[config.mk]
export PLATFORM = sky130hd
export DESIGN_NAME = div_sequencer
export DESIGN_NICKNAME = d
export VERILOG_FILES = /design/src/rtl/div_sequencer.sv
export SDC_FILE = /design/constraint.sdc
export NUM_CORES = 1
export LEC_CHECK = 0
export BUFFER_PORTS_ARGS = -buffer_cell sky130_fd_sc_hd__buf_2
export CAP_MARGIN = 10
export CORE_MARGIN = 8
export CORE_UTILIZATION = 60
export CTS_CLUSTER_SIZE = 16
export DETAILED_ROUTE_END_ITERATION = 6
export GPL_TIMING_DRIVEN = 0
export PLACE_DENSITY = 0.84
export SKIP_LAST_GASP = 1
export SYNTH_ARGS = -nofsm -noshare
export SYNTH_HDL_FRONTEND = slang
export SYNTH_SLANG_ARGS = --single-unit
[constraint.sdc]
create_clock -name clk -period 11.93 [get_ports clk]
set_clock_uncertainty 0.1 [all_clocks]
set_input_delay 0.5965 -clock clk [delete_from_list [all_inputs] [get_ports clk]]
set_output_delay 0.5965 -clock clk [all_outputs]
set_load 0.005 [all_outputs]
[src/rtl/div_sequencer.sv]
// Radix-2 restoring integer divider for the execute stage.
// Holds a stall request while it computes and pulses DoneE for one cycle with the result.
module div_sequencer #(
    parameter int WIDTH            = 32,
    parameter int ALUCONTROL_WIDTH = 5
) (
    input  logic                        clk,
    input  logic                        reset,
    input  logic                        StartE,
    input  logic [ALUCONTROL_WIDTH-1:0] ALUControlE,
    input  logic [WIDTH-1:0]            SrcAE,
    input  logic [WIDTH-1:0]            SrcBE,
    input  logic                        FlushE,
    output logic                        StallDivE,
    output logic                        DoneE,
    output logic [WIDTH-1:0]            QuotientE,
    output logic [WIDTH-1:0]            RemainderE,
    output logic                        DivZeroE,
    output logic                        BusyE
);

    localparam int CNT_W = $clog2(WIDTH + 1);
    localparam logic [ALUCONTROL_WIDTH-1:0] OP_UDIV = ALUCONTROL_WIDTH'(5'b01110);
    localparam logic [ALUCONTROL_WIDTH-1:0] OP_SDIV = ALUCONTROL_WIDTH'(5'b01111);

    typedef enum logic [1:0] {
        IDLE = 2'd0,
        CALC = 2'd1,
        DONE = 2'd2
    } state_t;

    state_t             state, nextState;
    logic [CNT_W-1:0]   count;
    logic [WIDTH-1:0]   remReg, dvdReg, dvsReg;
    logic               qNeg, rNeg;

    logic               isDiv, isSdiv, accept, lastStep;
    logic [WIDTH-1:0]   absA, absB;
    logic [WIDTH:0]     shifted, diff;
    logic [WIDTH-1:0]   remNext, quoNext;

    always_comb begin
        isSdiv = (ALUControlE == OP_SDIV);
        isDiv  = (ALUControlE == OP_UDIV) || isSdiv;
        accept = StartE && isDiv && (state == IDLE) && !FlushE;
        absA   = (isSdiv && SrcAE[WIDTH-1]) ? -SrcAE : SrcAE;
        absB   = (isSdiv && SrcBE[WIDTH-1]) ? -SrcBE : SrcBE;
    end

    // One restoring step: a non-negative trial difference means the divisor fits.
    always_comb begin
        shifted = {remReg, dvdReg[WIDTH-1]};
        diff    = shifted - {1'b0, dvsReg};
        if (!diff[WIDTH]) begin
            remNext = diff[WIDTH-1:0];
            quoNext = {dvdReg[WIDTH-2:0], 1'b1};
        end else begin
            remNext = shifted[WIDTH-1:0];
            quoNext = {dvdReg[WIDTH-2:0], 1'b0};
        end
        lastStep = (count == CNT_W'(1));
    end

    always_comb begin
        nextState = state;
        unique case (state)
            IDLE: if (accept) nextState = (SrcBE == '0) ? DONE : CALC;
            CALC: begin
                if (FlushE)        nextState = IDLE;
                else if (lastStep) nextState = DONE;
            end
            DONE: nextState = IDLE;
            default: nextState = IDLE;
        endcase
        StallDivE = (accept || (state == CALC)) && !FlushE;
        DoneE     = (state == DONE) && !FlushE;
        BusyE     = (state != IDLE);
    end

    always_ff @(posedge clk or negedge reset) begin
        if (!reset) state <= IDLE;
        else        state <= nextState;
    end

    always_ff @(posedge clk or negedge reset) begin
        if (!reset) begin
            count      <= '0;
            remReg     <= '0;
            dvdReg     <= '0;
            dvsReg     <= '0;
            qNeg       <= 1'b0;
            rNeg       <= 1'b0;
            QuotientE  <= '0;
            RemainderE <= '0;
            DivZeroE   <= 1'b0;
        end else if (accept) begin
            qNeg   <= isSdiv && (SrcAE[WIDTH-1] ^ SrcBE[WIDTH-1]);
            rNeg   <= isSdiv && SrcAE[WIDTH-1];
            dvdReg <= absA;
            dvsReg <= absB;
            remReg <= '0;
            count  <= CNT_W'(WIDTH);
            if (SrcBE == '0) begin
                QuotientE  <= '0;
                RemainderE <= SrcAE;
                DivZeroE   <= 1'b1;
            end
        end else if (state == CALC && !FlushE) begin
            remReg <= remNext;
            dvdReg <= quoNext;
            count  <= count - CNT_W'(1);
            // Results land on the edge into DONE so they are stable for the whole DONE cycle.
            if (lastStep) begin
                QuotientE  <= qNeg ? -quoNext : quoNext;
                RemainderE <= rNeg ? -remNext : remNext;
                DivZeroE   <= 1'b0;
            end
        end
    end

endmodule
==> summary.txt <==
Clock network
  – Hold_buf cts: 0
  – Clk root buf: clkbuf_16
  – Setup Fix Bufs, Post-CTS: 0
  – Clock-pin slew on the worst setup and hold paths: around 0.080 ns
  – Post-CTS Resized: 0
  – Clk_lat worst skew: approximately 0.45 ns
  – Sink Count: ~170
  – CTS tree: built
  – H-tree depth: 4
  – Total CTS buffers: 17
  – Worst-case clock buffer depth: 2

Route
  – Drt pass-1 iters: 7
  – Wire per inst: between 15 and 20 um
  – Via density: approximately 6
  – Routed vias: 11800
  – Drt total wl: 38000 um
  – Post-route DRC violation count: 0
  – Post-DRT Antenna Nets: 0
  – DR iter-0 viols: approximately 1000

GRT
  – First-pass GRT wire length: around 60000 um
  – Largest net degree at the start of global routing: 111
  – Grt ovf: 0
  – Initial antenna violation count: 0
  – GRT Util Overall: 30.8%
  – Vias in the first global route: roughly 12000

STA
  – Setup violations, final: 0
  – Hold Violations, Final: 23
  – Setup TNS: 0 ns
  – Pins Over Slew Limit: 0
  – Worst-Margin Slew: about 1 ns
  – FMAX: between 150 and 200 MHz
  – RSZ-0062 raised after global routing: no
  – Fin crit share: a little over half
  – Max_slew headroom: 33.3%
  – Min Hold Slack: -0.0121 ns
  – Tmin final: around 6.4 ns

Cells and area
  – Final Net Count: approximately 1800
  – Area Overhead vs Synth: 13.8%
  – Utilization after layout: between 60 and 70%
  – Share of layout cells above drive strength 1: 13.1%

Floorplan
  – Std-Cell Rows: 52
  – Core Area: roughly 20000 um2
  – Die height: approximately 160 um
  – Chip width: around 160 um
  – Starting Density: 60.4%
  – Io pins: around 140
  – Total Die Area: between 20000 and 25000 um2

Worst hold path
  – HP Class: primary input to async pin

Logic synthesis
  – Post-synth EDFFs: 0
  – Yosys top cell by area: dfrtp_1
  – Top cell type's share of synthesized area: 35.4%
  – Post-Syn Instances: about 1500
  – Mapped cell area: between 10000 and 15000 um2
  – Syn. warnings: 0
  – FFs w/ async S/R, synth: 100%
  – Sequential share of the synthesized area: a little over a third
  – Synth unique cells: between 80 and 90
  – Ys flop type: dfrtp_1
  – Area contributors post-synth: dfrtp_1, o21ai_0, nand2_1, xnor2_1, xor2_1
  – Syn Nets: approximately 1600
  – Seq cells post-synth: between 150 and 200
  – Mean Syn Cell Area: just over 8 um2

Setup path
  – Reg2Reg Setup Slack: roughly 5.5 ns
  – Setup crit start kind: flop
  – Crit path from: dvdReg[31]
  – CP Capture Type: flop
  – Crit Path Class: flop to flop
  – Critical path arrival: between 6 and 7 ns
  – Critical path peak fanout: 10
  – Reg2reg start: dvdReg[31]
  – WP data required: 12.13 ns

Status
  – Violated checks: negative hold slack
  – Status: complete, but fails checks

Placement
  – I/O Buffers: 139
  – HPWL Detailed: ~30000 um
  – GPL Wtd Cong: around 0.98

Power
  – Pwr Total: between 2 and 3 mW
  – Pleak: slightly above 6 nW
  – Pwr per Cell Area: 203 nW/um2
  – Maximum VDD drop: around 0.11 mV

Job
  – Max-Cap Viols: 0
## layout make-up
cell class | instances | area [um2]
buffer | 85 | 363
inverter | 53 | 199
clock inverter | 14 | 155
fill | 1719 | 6270
timing repair buffer | 140 | 733
clock buffer | 18 | 439
multi-input combinational | 1170 | 7260
tap | 270 | 338
sequential | 171 | 4280
antenna | 1 | 2.50
## cells by family after synthesis
group	share of synthesized area [%]
buffers and inverters	4.64
multiplexers	2.87
AND/OR/NAND/NOR	19.3
flip-flops	35.4
adder cells (fa/ha/maj)	4.10
XOR/XNOR	10.2
AO/OA/AOI/OAI	23.5
## metal layers
layer | wire length [um] | track usage (%) | vias up
li1 | - | - | 5629
met4 | 1520 | 14.3 | 0
met5 | 0 | 0 | -
met1 | 15300 | 37.8 | 5515
met2 | 18200 | 52.6 | 530
met3 | 2940 | 4.67 | 104
## critical path, stage by stage, from the launching register on
cell      delay, ns
dfrtp_1        0.54
inv_1          0.08
ha_1           0.26
fa_1           0.42
nand2b_1       0.19
a211oi_2       0.38
o211ai_1       0.26
o21ai_2        0.18
a21boi_2       0.14
xnor2_4        0.23
inv_2          0.09
buf_4          0.22
clkbuf_1       0.46
nor2_1         0.09
a21oi_1        0.28
ha_1           0.31
nand2_1        0.07
nor3_1         0.24
nand4_1        0.20
nor4_1         0.35
mux2_2         0.28
nand2_1        0.14
o41ai_1        0.42
xnor2_1        0.22
o22ai_1        0.13
## power breakdown
part / switching (mW) / internal (mW)
Sequential: 0.106 / 0.666
Combinational: 0.907 / 0.553
Clock: 0.277 / 0.285
Total: 1.29 / 1.50
## synthesized netlist by cell type, drive strengths merged (8+ instances only)
library cell  count
xor2             68
nor4             27
buf              26
nand4            10
or4               9
a31oi            16
dfrtp           171
and2              8
and3             11
clkbuf           59
o31ai            22
a21o             10
o41ai            11
o21ai           203
a22oi            30
mux2i            29
o22ai             9
or3              21
nand2b            8
xnor2            71
a21oi           102
nor2            111
inv              53
nand3            28
nand2           189
nor3             30
ha               38
a211oi           11
## flip-flops by register name, summed over array words and instances (netlist names), 2 cells and up
register    count
count           6
remReg         32
QuotientE      32
RemainderE     32
dvsReg         32
dvdReg         32
state           2
## cell usage in the layout (no fill, tap or decap), types with 6 or more instances in the layout
master     netlist  final
o21ai_0        197    197
nand2_1        188    188
dfrtp_1        171    171
buf_2           14    152
nor2_1         111    111
a21oi_1        100    100
xnor2_1         70     70
xor2_1          68     68
clkbuf_1        59     59
inv_1           52     52
ha_1            38     38
a22oi_1         30     30
nor3_1          29     29
nand3_1         28     28
mux2i_1         28     28
nor4_1          25     25
o31ai_1         22     22
or3_1           21     21
clkbuf_16        0     17
a31oi_1         16     16
and3_1          11     11
nand4_1         10     10
a211oi_1        10     10
a21o_1          10     10
o41ai_1         10     10
or4_1            9      9
o22ai_1          9      9
nand2b_1         8      8
and2_1           8      8
o211ai_1         7      7
buf_1            7      7
nand3b_1         7      7
and4_1           6      6
o21a_1           6      6
nor2b_1          6      6
a22o_1           6      6
## path summary, 6_finish.rpt
check	endpoint	cells after the start
hold reg to reg	QuotientE[16]	2
max in group asynchronous	dvsReg[29]	2
min in group clk	dvsReg[1]	3
hold / removal	QuotientE[8]	1
setup reg to reg	RemainderE[28]	24
setup / recovery	RemainderE[28]	24
## stage by stage
stage                     setup slack (ns)  instance area [um2]  std cells  hold WS [ns]
after global placement                5.71                13100       1888         0.357
after detailed placement              5.70                13200       1889         0.365
after global routing                  5.15                13800       1921        0.0157
final                                 5.50                13800       1922       -0.0121
after floorplan                       7.18                12100       1479         0.201
after CTS                             5.66                13800       1921      0.000918
No activity file was read; power rests on OpenSTA's default activity.
